--- src/rtl/rt_mem_pkg.sv ---
// Shared types and constants for the racetrack memory controller.
package rt_mem_pkg;

  typedef enum logic [2:0] {
    StIdle,
    StShift,
    StAccess,
    StWait,
    StResp,
    StRealign
  } rt_ctrl_state_e;

  localparam logic [31:0] ERR_RDATA = 32'hDEAD_BEEF;

  // LiM function codes; zero selects a plain load/store.
  localparam logic [2:0] LIM_NONE  = 3'b000;
  localparam logic [2:0] LIM_AND   = 3'b001;
  localparam logic [2:0] LIM_RANGE = 3'b010;
  localparam logic [2:0] LIM_OR    = 3'b011;
  localparam logic [2:0] LIM_XOR   = 3'b100;

endpackage

--- src/rtl/rt_shift_pulser.sv ---
// Emits n clk_m pulses (1 cycle high, 1 cycle low) with a fixed direction, then a done pulse
// coincident with the last low cycle.
module rt_shift_pulser #(
  parameter int unsigned CNT_WIDTH = 2
) (
  input  logic                 clk_i,
  input  logic                 rst_i,
  input  logic                 start_i,
  input  logic [CNT_WIDTH-1:0] n_i,
  input  logic                 dir_i,
  output logic                 clk_m_o,
  output logic                 bz_s_o,
  output logic                 done_o
);

  logic                 busy_q, busy_d;
  logic                 phase_q, phase_d;
  logic                 dir_q, dir_d;
  logic [CNT_WIDTH-1:0] rem_q, rem_d;

  always_ff @(posedge clk_i) begin
    if (rst_i) begin
      busy_q  <= 1'b0;
      phase_q <= 1'b0;
      dir_q   <= 1'b0;
      rem_q   <= '0;
    end else begin
      busy_q  <= busy_d;
      phase_q <= phase_d;
      dir_q   <= dir_d;
      rem_q   <= rem_d;
    end
  end

  always_comb begin
    busy_d  = busy_q;
    phase_d = phase_q;
    dir_d   = dir_q;
    rem_d   = rem_q;
    done_o  = 1'b0;
    if (start_i && (n_i != '0)) begin
      busy_d  = 1'b1;
      phase_d = 1'b0;
      dir_d   = dir_i;
      rem_d   = n_i;
    end else if (busy_q) begin
      phase_d = ~phase_q;
      // Low phase closes one shift; the last one also ends the train.
      if (phase_q) begin
        rem_d = rem_q - CNT_WIDTH'(1);
        if (rem_q == CNT_WIDTH'(1)) begin
          done_o = 1'b1;
          busy_d = 1'b0;
        end
      end
    end
  end

  assign clk_m_o = busy_q & ~phase_q;
  assign bz_s_o  = busy_q & dir_q;

endmodule

--- src/rtl/rt_mem_ctrl.sv ---
// Racetrack memory initiator sequencer: shift, access, wait, respond, realign.
// LiM mask/function passthrough is enabled by defining RT_MEM_CTRL_LIM_EN.
module rt_mem_ctrl
  import rt_mem_pkg::*;
#(
  parameter int unsigned ADDR_WIDTH = 8,
  parameter int unsigned DATA_WIDTH = 32,
  parameter int unsigned CNT_WIDTH  = 2,
  parameter int unsigned TIMEOUT    = 16
) (
  input  logic                  clk_i,
  input  logic                  rst_i,
  input  logic                  data_req_i,
  output logic                  data_gnt_o,
  input  logic                  data_we_i,
  input  logic [3:0]            data_be_i,
  input  logic [ADDR_WIDTH-1:0] data_addr_i,
  input  logic [DATA_WIDTH-1:0] data_wdata_i,
  input  logic [DATA_WIDTH-1:0] data_mask_i,
  input  logic [2:0]            data_funct_i,
  output logic                  data_rvalid_o,
  output logic [DATA_WIDTH-1:0] data_rdata_o,
  output logic                  data_err_o,
  output logic                  en_ab_o,
  output logic [3:0]            be_b_o,
  output logic                  clk_m_o,
  output logic                  bz_s_o,
  output logic                  write_pulse_o,
  output logic                  read_pulse_o,
  output logic                  range_active_o,
  output logic [ADDR_WIDTH-1:0] addr_o,
  output logic [DATA_WIDTH-1:0] wdata_o,
  output logic                  write_en_data_o,
  output logic [DATA_WIDTH-1:0] mask_o,
  output logic [2:0]            funct_o,
  input  logic [DATA_WIDTH-1:0] r_data_i,
  input  logic                  r_valid_i
);

  localparam int unsigned WcntW = $clog2(TIMEOUT) + 1;

  rt_ctrl_state_e state_q, state_d;

  logic                  we_q;
  logic [3:0]            be_q;
  logic [ADDR_WIDTH-1:0] addr_q;
  logic [DATA_WIDTH-1:0] wdata_q;
  logic [CNT_WIDTH-1:0]  n_q;
  logic [DATA_WIDTH-1:0] rdata_q;
  logic                  err_q;
  logic [WcntW-1:0]      wcnt_q;

  logic                  gnt;
  logic                  capture;
  logic                  timeout;
  logic                  ps_start;
  logic [CNT_WIDTH-1:0]  ps_n;
  logic                  ps_dir;
  logic                  ps_done;

  assign gnt = data_req_i && (state_q == StIdle);

  rt_shift_pulser #(
    .CNT_WIDTH(CNT_WIDTH)
  ) u_pulser (
    .clk_i  (clk_i),
    .rst_i  (rst_i),
    .start_i(ps_start),
    .n_i    (ps_n),
    .dir_i  (ps_dir),
    .clk_m_o(clk_m_o),
    .bz_s_o (bz_s_o),
    .done_o (ps_done)
  );

  always_ff @(posedge clk_i) begin
    if (rst_i) begin
      state_q <= StIdle;
      we_q    <= 1'b0;
      be_q    <= '0;
      addr_q  <= '0;
      wdata_q <= '0;
      n_q     <= '0;
      rdata_q <= '0;
      err_q   <= 1'b0;
      wcnt_q  <= '0;
    end else begin
      state_q <= state_d;
      if (gnt) begin
        we_q    <= data_we_i;
        be_q    <= data_be_i;
        addr_q  <= data_addr_i;
        wdata_q <= data_wdata_i;
        n_q     <= data_addr_i[CNT_WIDTH-1:0];
        rdata_q <= '0;
        err_q   <= 1'b0;
      end
      if (capture) begin
        rdata_q <= r_data_i;
      end
      if (timeout) begin
        rdata_q <= DATA_WIDTH'(ERR_RDATA);
        err_q   <= 1'b1;
      end
      wcnt_q <= (state_q == StWait) ? wcnt_q + WcntW'(1) : '0;
    end
  end

  always_comb begin
    state_d         = state_q;
    ps_start        = 1'b0;
    ps_n            = n_q;
    ps_dir          = 1'b0;
    en_ab_o         = 1'b0;
    write_pulse_o   = 1'b0;
    read_pulse_o    = 1'b0;
    write_en_data_o = 1'b0;
    data_rvalid_o   = 1'b0;
    capture         = 1'b0;
    timeout         = 1'b0;
    case (state_q)
      StIdle: begin
        if (gnt) begin
          ps_start = 1'b1;
          ps_n     = data_addr_i[CNT_WIDTH-1:0];
          ps_dir   = 1'b1;
          state_d  = (data_addr_i[CNT_WIDTH-1:0] == '0) ? StAccess : StShift;
        end
      end
      StShift: begin
        if (ps_done) state_d = StAccess;
      end
      StAccess: begin
        en_ab_o         = 1'b1;
        write_pulse_o   = we_q;
        write_en_data_o = we_q;
        read_pulse_o    = ~we_q;
        if (we_q) begin
          state_d = StResp;
        end else if (r_valid_i) begin
          capture = 1'b1;
          state_d = StResp;
        end else begin
          state_d = StWait;
        end
      end
      StWait: begin
        en_ab_o = 1'b1;
        // A valid in the final wait cycle still wins over the timeout.
        if (r_valid_i) begin
          capture = 1'b1;
          state_d = StResp;
        end else if (wcnt_q == WcntW'(TIMEOUT - 1)) begin
          timeout = 1'b1;
          state_d = StResp;
        end
      end
      StResp: begin
        data_rvalid_o = 1'b1;
        if (n_q == '0) begin
          state_d = StIdle;
        end else begin
          ps_start = 1'b1;
          ps_dir   = 1'b0;
          state_d  = StRealign;
        end
      end
      StRealign: begin
        if (ps_done) state_d = StIdle;
      end
      default: state_d = StIdle;
    endcase
  end

  assign data_gnt_o   = gnt;
  assign data_rdata_o = data_rvalid_o ? rdata_q : '0;
  assign data_err_o   = data_rvalid_o & err_q;
  assign be_b_o       = be_q;
  assign addr_o       = addr_q;
  assign wdata_o      = wdata_q;

`ifdef RT_MEM_CTRL_LIM_EN
  logic [DATA_WIDTH-1:0] mask_q;
  logic [2:0]            funct_q;

  always_ff @(posedge clk_i) begin
    if (rst_i) begin
      mask_q  <= '0;
      funct_q <= '0;
    end else if (gnt) begin
      mask_q  <= data_mask_i;
      funct_q <= data_funct_i;
    end
  end

  assign mask_o         = mask_q;
  assign funct_o        = funct_q;
  assign range_active_o = ((state_q == StAccess) || (state_q == StWait)) && (funct_q != LIM_NONE);
`else
  logic unused_lim;
  assign unused_lim     = ^{data_mask_i, data_funct_i};
  assign mask_o         = '0;
  assign funct_o        = '0;
  assign range_active_o = 1'b0;
`endif

endmodule

--- config.mk ---
export PLATFORM = sky130hd
export DESIGN_NAME = rt_mem_ctrl
export DESIGN_NICKNAME = d
export VERILOG_FILES = /design/src/rtl/rt_mem_pkg.sv /design/src/rtl/rt_shift_pulser.sv /design/src/rtl/rt_mem_ctrl.sv
export SDC_FILE = /design/constraint.sdc
export NUM_CORES = 1
export LEC_CHECK = 0
export ABC_AREA = 1
export BUFFER_PORTS_ARGS = -buffer_cell sky130_fd_sc_hd__clkbuf_2
export CORE_ASPECT_RATIO = 1.1
export CORE_MARGIN = 1.5
export CORE_UTILIZATION = 50
export CTS_BUF_LIST = sky130_fd_sc_hd__clkbuf_8
export DETAILED_ROUTE_END_ITERATION = 16
export PLACE_DENSITY = 0.95
export SETUP_SLACK_MARGIN = 0.5
export SLEW_MARGIN = 20
export SYNTH_ARGS = -nofsm -noshare
export SYNTH_HDL_FRONTEND = slang
export SYNTH_HIERARCHICAL = 1
export SYNTH_SLANG_ARGS = --single-unit
--- constraint.sdc ---
create_clock -name clk_i -period 3.53 [get_ports clk_i]
set_input_delay 0.5295 -clock clk_i [delete_from_list [all_inputs] [get_ports clk_i]]
set_output_delay 0.5295 -clock clk_i [all_outputs]
set_load 0.02 [all_outputs]
======== Word-level counts from Yosys, hierarchy flattened ========
Cells that the tools add are included.
operators by class
  add/sub/neg operators ................... 2
  equal/unequal tests ..................... 11
  multiplexer cells ....................... 43
  bitwise gates (word level) .............. 6
  reduce and logical (&&, ||, !) cells .... 17
operator list
  operator                                                                 number
  32-bit 2-to-1 mux                                                        4
  3-bit 2-to-1 mux                                                         8
  1-bit 2-to-1 mux                                                         22
  3-bit case mux with 6 select lines                                       1
  2-bit 2-to-1 mux                                                         6
  2-bit nonzero test                                                       5
  2-bit OR reduction                                                       4
  3-bit by 2-bit equality test with 1-bit output, second input constant    2
  3-bit equality test, second input constant                               2
  2-bit inequality test, second input constant                             3
  5-bit by 1-bit adder with 5-bit output, second input constant            1
  5-bit by 4-bit equality test with 1-bit output, second input constant    1
  2-bit zero test                                                          2
  1-bit case mux with 2 select lines                                       2
  4-bit AND reduction                                                      1
  1-bit bitwise AND                                                        3
  3-bit by 1-bit equality test with 1-bit output, second input constant    1
  3-bit zero test                                                          1
  3-bit by 2-bit inequality test with 1-bit output, second input constant  1
  1-bit NOT                                                                3
  3-bit nonzero test                                                       1
  2-bit by 1-bit equality test with 1-bit output, second input constant    1
  1-bit logical AND                                                        2
  2-bit AND reduction                                                      1
  2-bit by 1-bit subtractor with 2-bit output, second input constant       1
word-level totals
  flip-flop bits (word level) ............. 93
  bits of input ports ..................... 116
  output and inout port bits .............. 121
  word-level logic and storage cells ...... 93

======== Logic depth before layout (Yosys ltp) ========
Gate-level depths: netlist of the first run.
  depth in word-level cells ............... 9
  gate-level depth with buffers ........... 15
  mapped depth without buffers ............ 14

======== By module ========
Netlist of the first run, hierarchy kept.
modules (own cells, without submodules)
  module           instances  cells an instance  area an instance (um^2)  sequential area each (um^2)
  rt_mem_ctrl      1          580                4011.3                   1761.7
  rt_shift_pulser  1          39                 267.8                    100.1

======== Worst setup path after synthesis of the first run ========
No wires, ideal clock.
  kind .................................... register to output
  start point ............................. reg state_q[2]
  end point ............................... out data_rdata_o[10]
  arrival ................................. 1531 ps
  data required time ...................... 3000 ps
  setup slack ............................. 1470 ps
  stages on the path, launching flop included .. 6
  buffers on the path ..................... 1
  cell sequence ........................... dfxtp_1 -> inv_2 -> nor3_2 -> inv_2 -> clkbuf_1 -> nor2_1
on the way
  word-level cells in the longest chain between the ends .. 3
RTL lines
  what                     RTL line            source
  start, declared          rt_mem_ctrl.sv:42   rt_ctrl_state_e state_q, state_d;
  start signal, assigned   rt_mem_ctrl.sv:78   state_q <= StIdle;
  start signal, assigned   rt_mem_ctrl.sv:88   state_q <= state_d;
  3-bit equality test      rt_mem_ctrl.sv:121  case (state_q)
  1-bit 2-to-1 mux         rt_mem_ctrl.sv:121
  named net data_rvalid_o  rt_mem_ctrl.sv:21   output logic data_rvalid_o,
  32-bit 2-to-1 mux        rt_mem_ctrl.sv:176  assign data_rdata_o = data_rvalid_o ? rdata_q : '0;
  end, declared            rt_mem_ctrl.sv:22   output logic [DATA_WIDTH-1:0] data_rdata_o,
The timed path passes the listed nets, and every way through them passes these cells.

======== Worst setup path in the final report of the first run ========
  start point ............................. reg state_q[2]
  end point ............................... out data_rdata_o[15]
on the way
  word-level cells in the longest chain between the ends .. 3
RTL lines
  what                 RTL line
  3-bit equality test  rt_mem_ctrl.sv:121
  1-bit 2-to-1 mux     rt_mem_ctrl.sv:121
  32-bit 2-to-1 mux    rt_mem_ctrl.sv:176
Every way passes these cells.

==> impl_metrics.json, run 1 <==
{
  "die_h_um": 100.0,
  "core_mm2": 0.008364,
  "routabilityCongestion": 0.7958,
  "cts_tree": "built",
  "io_buffers": 165,
  "hpwlAfterDp_mm": 7.118,
  "fin_hold_ws_ns": 0.3931,
  "critical_path.max_fanout": 33,
  "clock-sinks": 93,
  "synth_ff_type": "dfxtp_1",
  "grt_pass1_wl_mm": 15.50,
  "yosys.area.top_type": "dfxtp_1",
  "drt_iter0_markers": 90,
  "synth-async-reset-ratio_pct": 0,
  "syn_avg_cell_area_um2": 6.913,
  "vias": 4056,
  "worst_pin_slew_ns": 0.5761,
  "worstSetupPathType": "register to output port",
  "synthCells": 619,
  "synth_most_common_cell": "nand2_1",
  "postLayoutCellArea_mm2": 0.005156,
  "first_pass_iters": 4,
  "gr-usage-all-layers_pct": 20.89,
  "cts_buffers": 9,
  "synthTopCellsByArea": "dfxtp_1 44%, nand2_1 16%, nor2_1 11%",
  "synth_top_area_share_pct": 43.51,
  "postCtsSetupRepairBufs": 0,
  "yosys_warnings": 6,
  "fin_setup_tns_ns": 0,
  "ys_types": 28,
  "fin_crit_ns": 2.379,
  "synth-edff-count": 0,
  "use_met3_pct": 6.061,
  "synth-seq-cells": 93,
  "synthToLayoutAreaGrowth_pct": 20.50,
  "grt_max_degree": 53,
  "vias_per_cell": 4.588,
  "critPathArrivalTime_ns": 1.85,
  "drc": 0,
  "min_path_type": "input port to register",
  "fmax_mhz": 420.3,
  "drive_gt1_share_pct": 26.65,
  "cts-hold-fix-buffers": 0,
  "fin_skew_ns": 0.01235,
  "grt_busiest_layer": "met2",
  "start_kind": "register",
  "die_width_um": 91.21,
  "dieArea_mm2": 0.009123,
  "ys_seq_area_share_pct": 43.51,
  "grt_pass1_vias": 3638,
  "cts_resized": 0,
  "final_util_pct": 61.65,
  "maxSlewHeadroom_pct": 61.54,
  "crit_path_end_kind": "output port",
  "setup_violations": 0,
  "synth_commonest_cells": "179 x nand2_1, 121 x nor2_1, 93 x dfxtp_1, 62 x a21oi_1, 51 x inv_1",
  "synth.cell_area_mm2": 0.004279,
  "start_util_pct": 51.16,
  "vdd_drop_max_mv": 0.3568,
  "grt_antenna_before_repair": 0,
  "fin_crit_sh_pct": 67.39,
  "ioPinCount": 237,
  "fp-row-count": 35,
  "insertion_delay_ns": 0.35,
  "use_met1_pct": 23.17,
  "p_leak_nw": 2.543,
  "finalNetCount": 887,
  "clock_path_buffers": 2,
  "final_hold_viol_count": 0,
  "diodes": 0,
  "slew_violations": 0,
  "antenna_left": 0,
  "root_buffer": "clkbuf_8",
  "htreeDepth": 3,
  "outcome": "finished clean",
  "overflow": 0,
  "dpl_cell_area_mm2": 0.004947,
  "drv_cap": 0,
  "routed_wl_mm": 9.620,
  "rsz0062_at_grt": "no",
  "met2_usage_pct": 38.69,
  "cellPowerDensity_mw_per_mm2": 572.3,
  "cp.required_ns": 3.00,
  "path_clk_slew_ns": 0.10,
  "wl_per_cell_um": 10.88
}
==> path summary, 6_finish.rpt <==
path,from,end,slack (ns),depth (start not counted)
worst max-delay path,state_q[2],data_rdata_o[15],1.15,5
worst min-delay path,data_wdata_i[4],wdata_o[4],0.39,3
worst max register to register,state_q[1],rdata_q[8],1.44,7
worst min register to register,wcnt_q[0],wcnt_q[0],0.46,1
==> stage by stage <==
step / worst slack (ns) / std cells / total power, mW
final: 1.151 / 884 / 2.951
after global placement: 1.487 / 868 / 2.222
after detailed placement: 1.457 / 868 / 2.244
after global routing: 1.024 / 884 / 3.144
after floorplan: 1.470 / 654 / 2.064
after CTS: 1.143 / 884 / 2.982
==> metal layers <==
metal  share of wire, %  vias up
li1                   -     2105
met1                 41     1787
met2                 49      152
met3                8.4       12
met4                1.1        0
met5                  0        -
==> power by group <==
group	total [mW]	internal, mW	switching [mW]
logic	0.932	0.287	0.645
registers	1.29	1.19	0.0960
clock network	0.733	0.355	0.378
==> cell families after synthesis <==
group,share of synthesized area [%]
DFF,43.51
AOI/OAI and AO/OA,7.983
buffers and inverters,15.61
and+or+nand+nor,31.93
other,0.08764
adders and majority gates,0.8773
==> cell usage in the layout (no fill, tap or decap), drive strengths merged <==
| cell | count |
|---|---|
| bufinv | 1 |
| dfxtp | 93 |
| clkbuf | 175 |
| nand3b | 1 |
| conb | 36 |
| o211ai | 1 |
| nor3 | 3 |
| inv | 59 |
| or2 | 1 |
| clkinv | 2 |
| nand3 | 14 |
| nor3b | 1 |
| ha | 3 |
| nand4 | 3 |
| nand2 | 186 |
| buf | 4 |
| a21oi | 63 |
| nor2 | 124 |
| o21ai | 3 |
==> critical path, stage by stage (launching register included) <==
cell	delay [ns]
dfxtp_1	0.50
inv_2	0.10
nor3_2	0.20
inv_2	0.27
nor2_1	0.22
clkbuf_2	0.20
==> flip-flops by register name, summed over array words and instances, names as in the netlist <==
name / flops
state_q: 3
n_q: 2
u_pulser/rem_q: 2
addr_o: 8
wcnt_q: 5
wdata_o: 32
u_pulser/phase_q: 1
we_q: 1
err_q: 1
be_b_o: 4
u_pulser/busy_q: 1
u_pulser/dir_q: 1
rdata_q: 32
==> cell type report <==
type / count / area, um^2
Multi-Input combinational cell: 439 / 1881
Sequential cell: 93 / 1862
Timing Repair Buffer: 169 / 855.8
Inverter: 56 / 210.2
Tap cell: 111 / 138.9
Fill cell: 746 / 3208
Clock buffer: 10 / 137.6
Clock inverter: 6 / 71.32
Power figures use the tool's default switching activity.
==> run 2, diff against run 1 <==
--- a/config.mk
+++ b/config.mk
@@ -9,10 +9,10 @@
 export BUFFER_PORTS_ARGS = -buffer_cell sky130_fd_sc_hd__clkbuf_2
 export CORE_ASPECT_RATIO = 1.1
 export CORE_MARGIN = 1.5
-export CORE_UTILIZATION = 50
+export CORE_UTILIZATION = 46
 export CTS_BUF_LIST = sky130_fd_sc_hd__clkbuf_8
 export DETAILED_ROUTE_END_ITERATION = 16
-export PLACE_DENSITY = 0.95
+export PLACE_DENSITY = 0.9
 export SETUP_SLACK_MARGIN = 0.5
 export SLEW_MARGIN = 20
 export SYNTH_ARGS = -nofsm -noshare
==> constraint.sdc (replaced) <==
create_clock -name clk_i -period 2.2 [get_ports clk_i]
set_input_delay 0.33 -clock clk_i [delete_from_list [all_inputs] [get_ports clk_i]]
set_output_delay 0.33 -clock clk_i [all_outputs]
set_load 0.02 [all_outputs]
==> impl_metrics.json, run 2 (same netlist as run 1, synthesis figures left out) <==
{
  "overflow": 0,
  "min_from": "data_addr_i[7]",
  "reg2reg_depth": 15,
  "power_frac_comb_pct": 39.1,
  "reg2reg_to": "state_q[0]",
  "drive_gt1_share_pct": 35.98,
  "cp.required_ns": 1.87,
  "slew_violations": 0,
  "core_mm2": 0.008964,
  "p_sw_mw": 2.120,
  "worstSetupPathType": "register to output port",
  "rsz0062_at_grt": "yes",
  "postLayoutCellArea_mm2": 0.006096,
  "fp-row-count": 36,
  "clock_path_buffers": 2,
  "layout_commonest_cell": "nand2_1",
  "min_to": "addr_o[7]",
  "p_leak_nw": 2.854,
  "swShare_pct": 39.82,
  "cts-hold-fix-buffers": 0,
  "insertion_delay_ns": 0.36,
  "fin_setup_tns_ns": 0,
  "fmax_mhz": 499.2,
  "routed_wl_mm": 12.70,
  "start_kind": "register",
  "wl_per_cell_um": 13.81,
  "cts_buffers": 9,
  "min_path_type": "input port to register",
  "drt_iter0_markers": 226,
  "io_buffers": 165,
  "ioPinCount": 237,
  "stdcell_count": 920,
  "finalNetCount": 920,
  "fin_skew_ns": 0.01142,
  "htreeDepth": 3,
  "grt_antenna_before_repair": 0,
  "first_pass_iters": 5,
  "crit_path_end_kind": "output port",
  "start_util_pct": 47.74,
  "hold_depth": 3,
  "critical_path.max_fanout": 16,
  "internal-power_mw": 3.205,
  "path_clk_slew_ns": 0.10,
  "synthToLayoutAreaGrowth_pct": 42.46,
  "vdd_drop_max_mv": 0.5471,
  "power_frac_clock_pct": 22.5,
  "outcome": "finished clean",
  "drc": 0,
  "gr-usage-all-layers_pct": 22.94,
  "final_hold_viol_count": 0,
  "final_util_pct": 68.01,
  "dpl.cell_count": 875,
  "seqPwrFrac_pct": 38.4,
  "drv_cap": 0,
  "die_h_um": 104.2,
  "mostFrequentLayoutCells": "170 x nand2_1, 127 x clkbuf_2, 90 x dfxtp_1, 87 x nor2_1, 60 x a21oi_1",
  "dpl_cell_area_mm2": 0.005016,
  "critPathArrivalTime_ns": 1.67,
  "cts_tree": "built",
  "vias": 4456,
  "grt_max_degree": 43,
  "root_buffer": "clkbuf_8",
  "die_width_um": 94.96,
  "r2r_setup_slack_ns": 0.25,
  "routabilityCongestion": 0.8230,
  "antenna_left": 0,
  "vias_per_cell": 4.843,
  "diodes": 0,
  "grt_pass1_vias": 3986,
  "fin_crit_sh_pct": 91.05,
  "r2r_start": "state_q[1]",
  "clock-sinks": 93,
  "cellPowerDensity_mw_per_mm2": 873.5,
  "hpwlAfterDp_mm": 7.320,
  "fin_crit_ns": 2.003,
  "grt_pass1_wl_mm": 17.88,
  "dieArea_mm2": 0.009891,
  "setup_violations": 0
}
run 2: cell count changes in the layout (fill, tap and decap cells not counted), moves of 12 or more:
| cell | previous run | this run |
|---|---|---|
| nor2_1 | 121 | 87 |
| clkbuf_2 | 165 | 127 |
| buf_4 | 4 | 22 |
| nor2_4 | 2 | 24 |
| buf_8 | 0 | 17 |
| buf_6 | 0 | 23 |
| nor2_2 | 1 | 13 |
run 2: area by class of cell:
| type | instances | area [um^2] |
|---|---|---|
| Clock inverter | 7 | 78.83 |
| Multi-Input combinational cell | 442 | 2210 |
| Timing Repair inverter | 3 | 33.78 |
| Fill cell | 674 | 2868 |
| Clock buffer | 9 | 123.9 |
| Tap cell | 114 | 142.6 |
| Inverter | 56 | 234.0 |
| Timing Repair Buffer | 196 | 1405 |
| Sequential cell | 93 | 1868 |
run 2: timing repair:
| item | 4_1_cts | 5_1_grt |
|---|---|---|
| setup endpoints to repair | 40 | 73 |
| setup buffers | 14 | 9 |
| pin swaps | 8 | 13 |
| gates resized for setup | 115 | 84 |
| gates cloned | 3 | 3 |
| hold endpoints to repair | 0 | 0 |
run 2: worst max-delay path by stage:
stage | cells past startpoint | start | endpoint | slack [ns]
floorplan | 15 | state_q[1] | state_q[2] | 0.47
global placement | 14 | state_q[2] | state_q[2] | 0.36
detailed placement | 14 | state_q[2] | state_q[0] | 0.29
CTS | 6 | state_q[1] | data_rdata_o[6] | 0.26
global route | 15 | state_q[1] | state_q[1] | 0.14
finish | 6 | state_q[1] | data_rdata_o[14] | 0.20
run 2: power by group through the flow:
stage / logic [mW] / registers [mW] / clock network [mW]
global placement: 1.56 / 2.07 / 0
finish: 2.08 / 2.04 / 1.20
CTS: 1.84 / 2.04 / 1.22
floorplan: 1.13 / 2.22 / 0
global route: 2.24 / 2.07 / 1.29
detailed placement: 1.58 / 2.08 / 0
run 2: per-layer routing:
| layer | part of all wire [%] | vias up | track usage (%) |
|---|---|---|---|
| met5 | 0 | - | 0 |
| met4 | 2.4 | 0 | 8.422 |
| met3 | 8.2 | 30 | 6.213 |
| met2 | 51 | 225 | 41.33 |
| met1 | 38 | 2018 | 25.05 |
| li1 | - | 2183 | - |
run 2: through the flow:
stage	total power [mW]	setup WS (ns)	hold WS [ns]
final	5.325	0.1969	0.1807
after global routing	5.601	0.1400	0.1691
after CTS	5.109	0.2553	0.1668
after detailed placement	3.663	0.2874	0.4383
after global placement	3.633	0.3575	0.4300
after floorplan	3.347	0.4740	0.3924
run 2: critical path, cell delays in order (launching register included):
cell	delay, ns
dfxtp_2	0.34
buf_6	0.12
nor3_4	0.34
buf_6	0.18
inv_8	0.08
nor2_2	0.13
buf_6	0.13
==> run 3, diff against run 2 <==
--- a/config.mk
+++ b/config.mk
@@ -7,12 +7,13 @@
 export LEC_CHECK = 0
 export ABC_AREA = 1
 export BUFFER_PORTS_ARGS = -buffer_cell sky130_fd_sc_hd__clkbuf_2
+export CAP_MARGIN = 5
 export CORE_ASPECT_RATIO = 1.1
 export CORE_MARGIN = 1.5
 export CORE_UTILIZATION = 46
 export CTS_BUF_LIST = sky130_fd_sc_hd__clkbuf_8
 export DETAILED_ROUTE_END_ITERATION = 16
-export PLACE_DENSITY = 0.9
+export PLACE_DENSITY = 0.93
 export SETUP_SLACK_MARGIN = 0.5
 export SLEW_MARGIN = 20
 export SYNTH_ARGS = -nofsm -noshare
==> impl_metrics.json, run 3 (same netlist as run 1, synthesis figures left out) <==
{
  "outcome": "finished clean",
  "vdd_drop_max_mv": 0.6313,
  "drt_iter0_markers": 260,
  "final_util_pct": 69.07,
  "mostFrequentLayoutCells": "171 x nand2_1, 127 x clkbuf_2, 90 x dfxtp_1, 88 x nor2_1, 61 x a21oi_1",
  "stdcell_count": 927,
  "die_h_um": 104.2,
  "layout_commonest_cell": "nand2_1",
  "cts_tree": "built",
  "nFillCells": 664,
  "fp-row-count": 36,
  "overflow": 0,
  "swShare_pct": 40.03,
  "clock_path_buffers": 2,
  "path_clk_slew_ns": 0.10,
  "wl_per_cell_um": 13.97,
  "finalPower_mw": 5.336,
  "fmax_mhz": 504.6,
  "crit_path_top_delay_cell": "dfxtp_4",
  "crit_path_end_kind": "output port",
  "hpwlAfterDp_mm": 6.957,
  "grt_pass1_wl_mm": 17.39,
  "first_pass_iters": 4,
  "finalNetCount": 927,
  "fin_setup_tns_ns": 0,
  "clock-sinks": 93,
  "root_buffer": "clkbuf_8",
  "dieArea_mm2": 0.009891,
  "grt_pass1_vias": 3897,
  "critical_path.max_fanout": 8,
  "drc": 0,
  "rsz0062_at_grt": "yes",
  "setup_violations": 0,
  "gr-usage-all-layers_pct": 22.05,
  "worstSetupPathType": "register to output port",
  "die_width_um": 94.96,
  "crit_chain": "buf_6, nor3_4, buf_6, buf_6, inv_8, nor2_1, buf_4",
  "critPathMaxStageDelay_ns": 0.37,
  "p_sw_mw": 2.136,
  "core_mm2": 0.008964,
  "cp.required_ns": 1.87,
  "dpl.cell_count": 874,
  "power_frac_clock_pct": 19.6,
  "min_path_type": "input port to register",
  "htreeDepth": 3,
  "p_leak_nw": 2.886,
  "drv_cap": 0,
  "insertion_delay_ns": 0.35,
  "crit_family": "buffers and inverters",
  "final_hold_viol_count": 0,
  "io_buffers": 165,
  "slew_violations": 0,
  "fin_crit_sh_pct": 90.07,
  "routabilityCongestion": 0.8737,
  "fin_crit_ns": 1.982,
  "vias_per_cell": 4.878,
  "fin_skew_ns": 0.01007,
  "internal-power_mw": 3.200,
  "antenna_left": 0,
  "power_frac_comb_pct": 41.5,
  "cellPowerDensity_mw_per_mm2": 861.9,
  "vias": 4522,
  "crit_top_cell": "buf_6",
  "ioPinCount": 237,
  "grt_max_degree": 44,
  "cp_num_buf_inv": 5,
  "routed_wl_mm": 12.95,
  "drive_gt1_share_pct": 36.16,
  "critPathArrivalTime_ns": 1.65,
  "seqPwrFrac_pct": 38.8,
  "grt_antenna_before_repair": 0,
  "cts_buffers": 9,
  "start_util_pct": 47.74,
  "start_kind": "register",
  "synthToLayoutAreaGrowth_pct": 44.68,
  "diodes": 0
}
run 3: cell count changes in the layout (fill, tap and decap cells not counted), sizes merged:
| cell | previous run | this run |
|---|---|---|
| clkinvlp | 0 | 2 |
| inv | 64 | 61 |
| bufinv | 1 | 0 |
| clkbuf | 143 | 142 |
| clkinv | 1 | 3 |
| buf | 62 | 68 |
| bufbuf | 0 | 2 |
run 3: repair_timing:
action	4_1_cts	5_1_grt
hold buffers	0	0
endpoints found under the hold margin	0	0
resized for setup	87	120
buffers inserted	20	9
pin swaps	11	19
cloned	5	3
setup endpoints to repair	47	86
run 3: final timing paths:
path              startpoint          endpoint  slack (ns)  cells after the start
min          data_wdata_i[5]        wdata_o[5]        0.19                      3
max               state_q[0]  data_rdata_o[30]        0.22                      7
min reg2reg      rdata_q[29]       rdata_q[29]        0.47                      2
max reg2reg       state_q[0]        state_q[1]        0.29                     15
run 3: layer usage:
layer  up-vias  GRT usage (%)  share of wire, %
met2       219          37.55                51
met1      2079          25.50                38
met5         -              0                 0
li1       2199              -                 -
met4         0          8.316               1.8
met3        25          6.652               8.4
run 3: cell type report:
type | instances | area, um^2 | share of cell area [%]
Timing Repair inverter | 3 | 36.28 | 0.5861
Timing Repair Buffer | 203 | 1510 | 24.39
Multi-Input combinational cell | 442 | 2221 | 35.87
Inverter | 56 | 234.0 | 3.779
Tap cell | 114 | 142.6 | 2.304
Sequential cell | 93 | 1873 | 30.25
Clock buffer | 9 | 123.9 | 2.001
Clock inverter | 7 | 50.05 | 0.8084
run 3: tightest hold or removal path: cells and delay by family:
kind                   cells  cell delay (ns)
buffers and inverters      1             0.08
AOI/OAI and AO/OA          1             0.05
and+or+nand+nor            1             0.05
run 3: power groups by stage:
stage / clock network [mW] / logic [mW] / registers [mW]
after floorplan: 0 / 1.13 / 2.22
after global placement: 0 / 1.53 / 2.08
after detailed placement: 0 / 1.54 / 2.10
after CTS: 1.06 / 1.96 / 2.06
after global routing: 1.14 / 2.37 / 2.10
final: 1.05 / 2.22 / 2.07
run 3: metrics by stage:
stage                     setup slack [ns]  instance area [um^2]  hold WS (ns)
after floorplan                     0.4740                  4452        0.3924
after global placement              0.3531                  5009        0.4299
after detailed placement            0.2968                  5009        0.4470
after CTS                           0.2887                  5779        0.1746
after global routing                0.1844                  6191        0.1798
final                               0.2184                  6191        0.1868
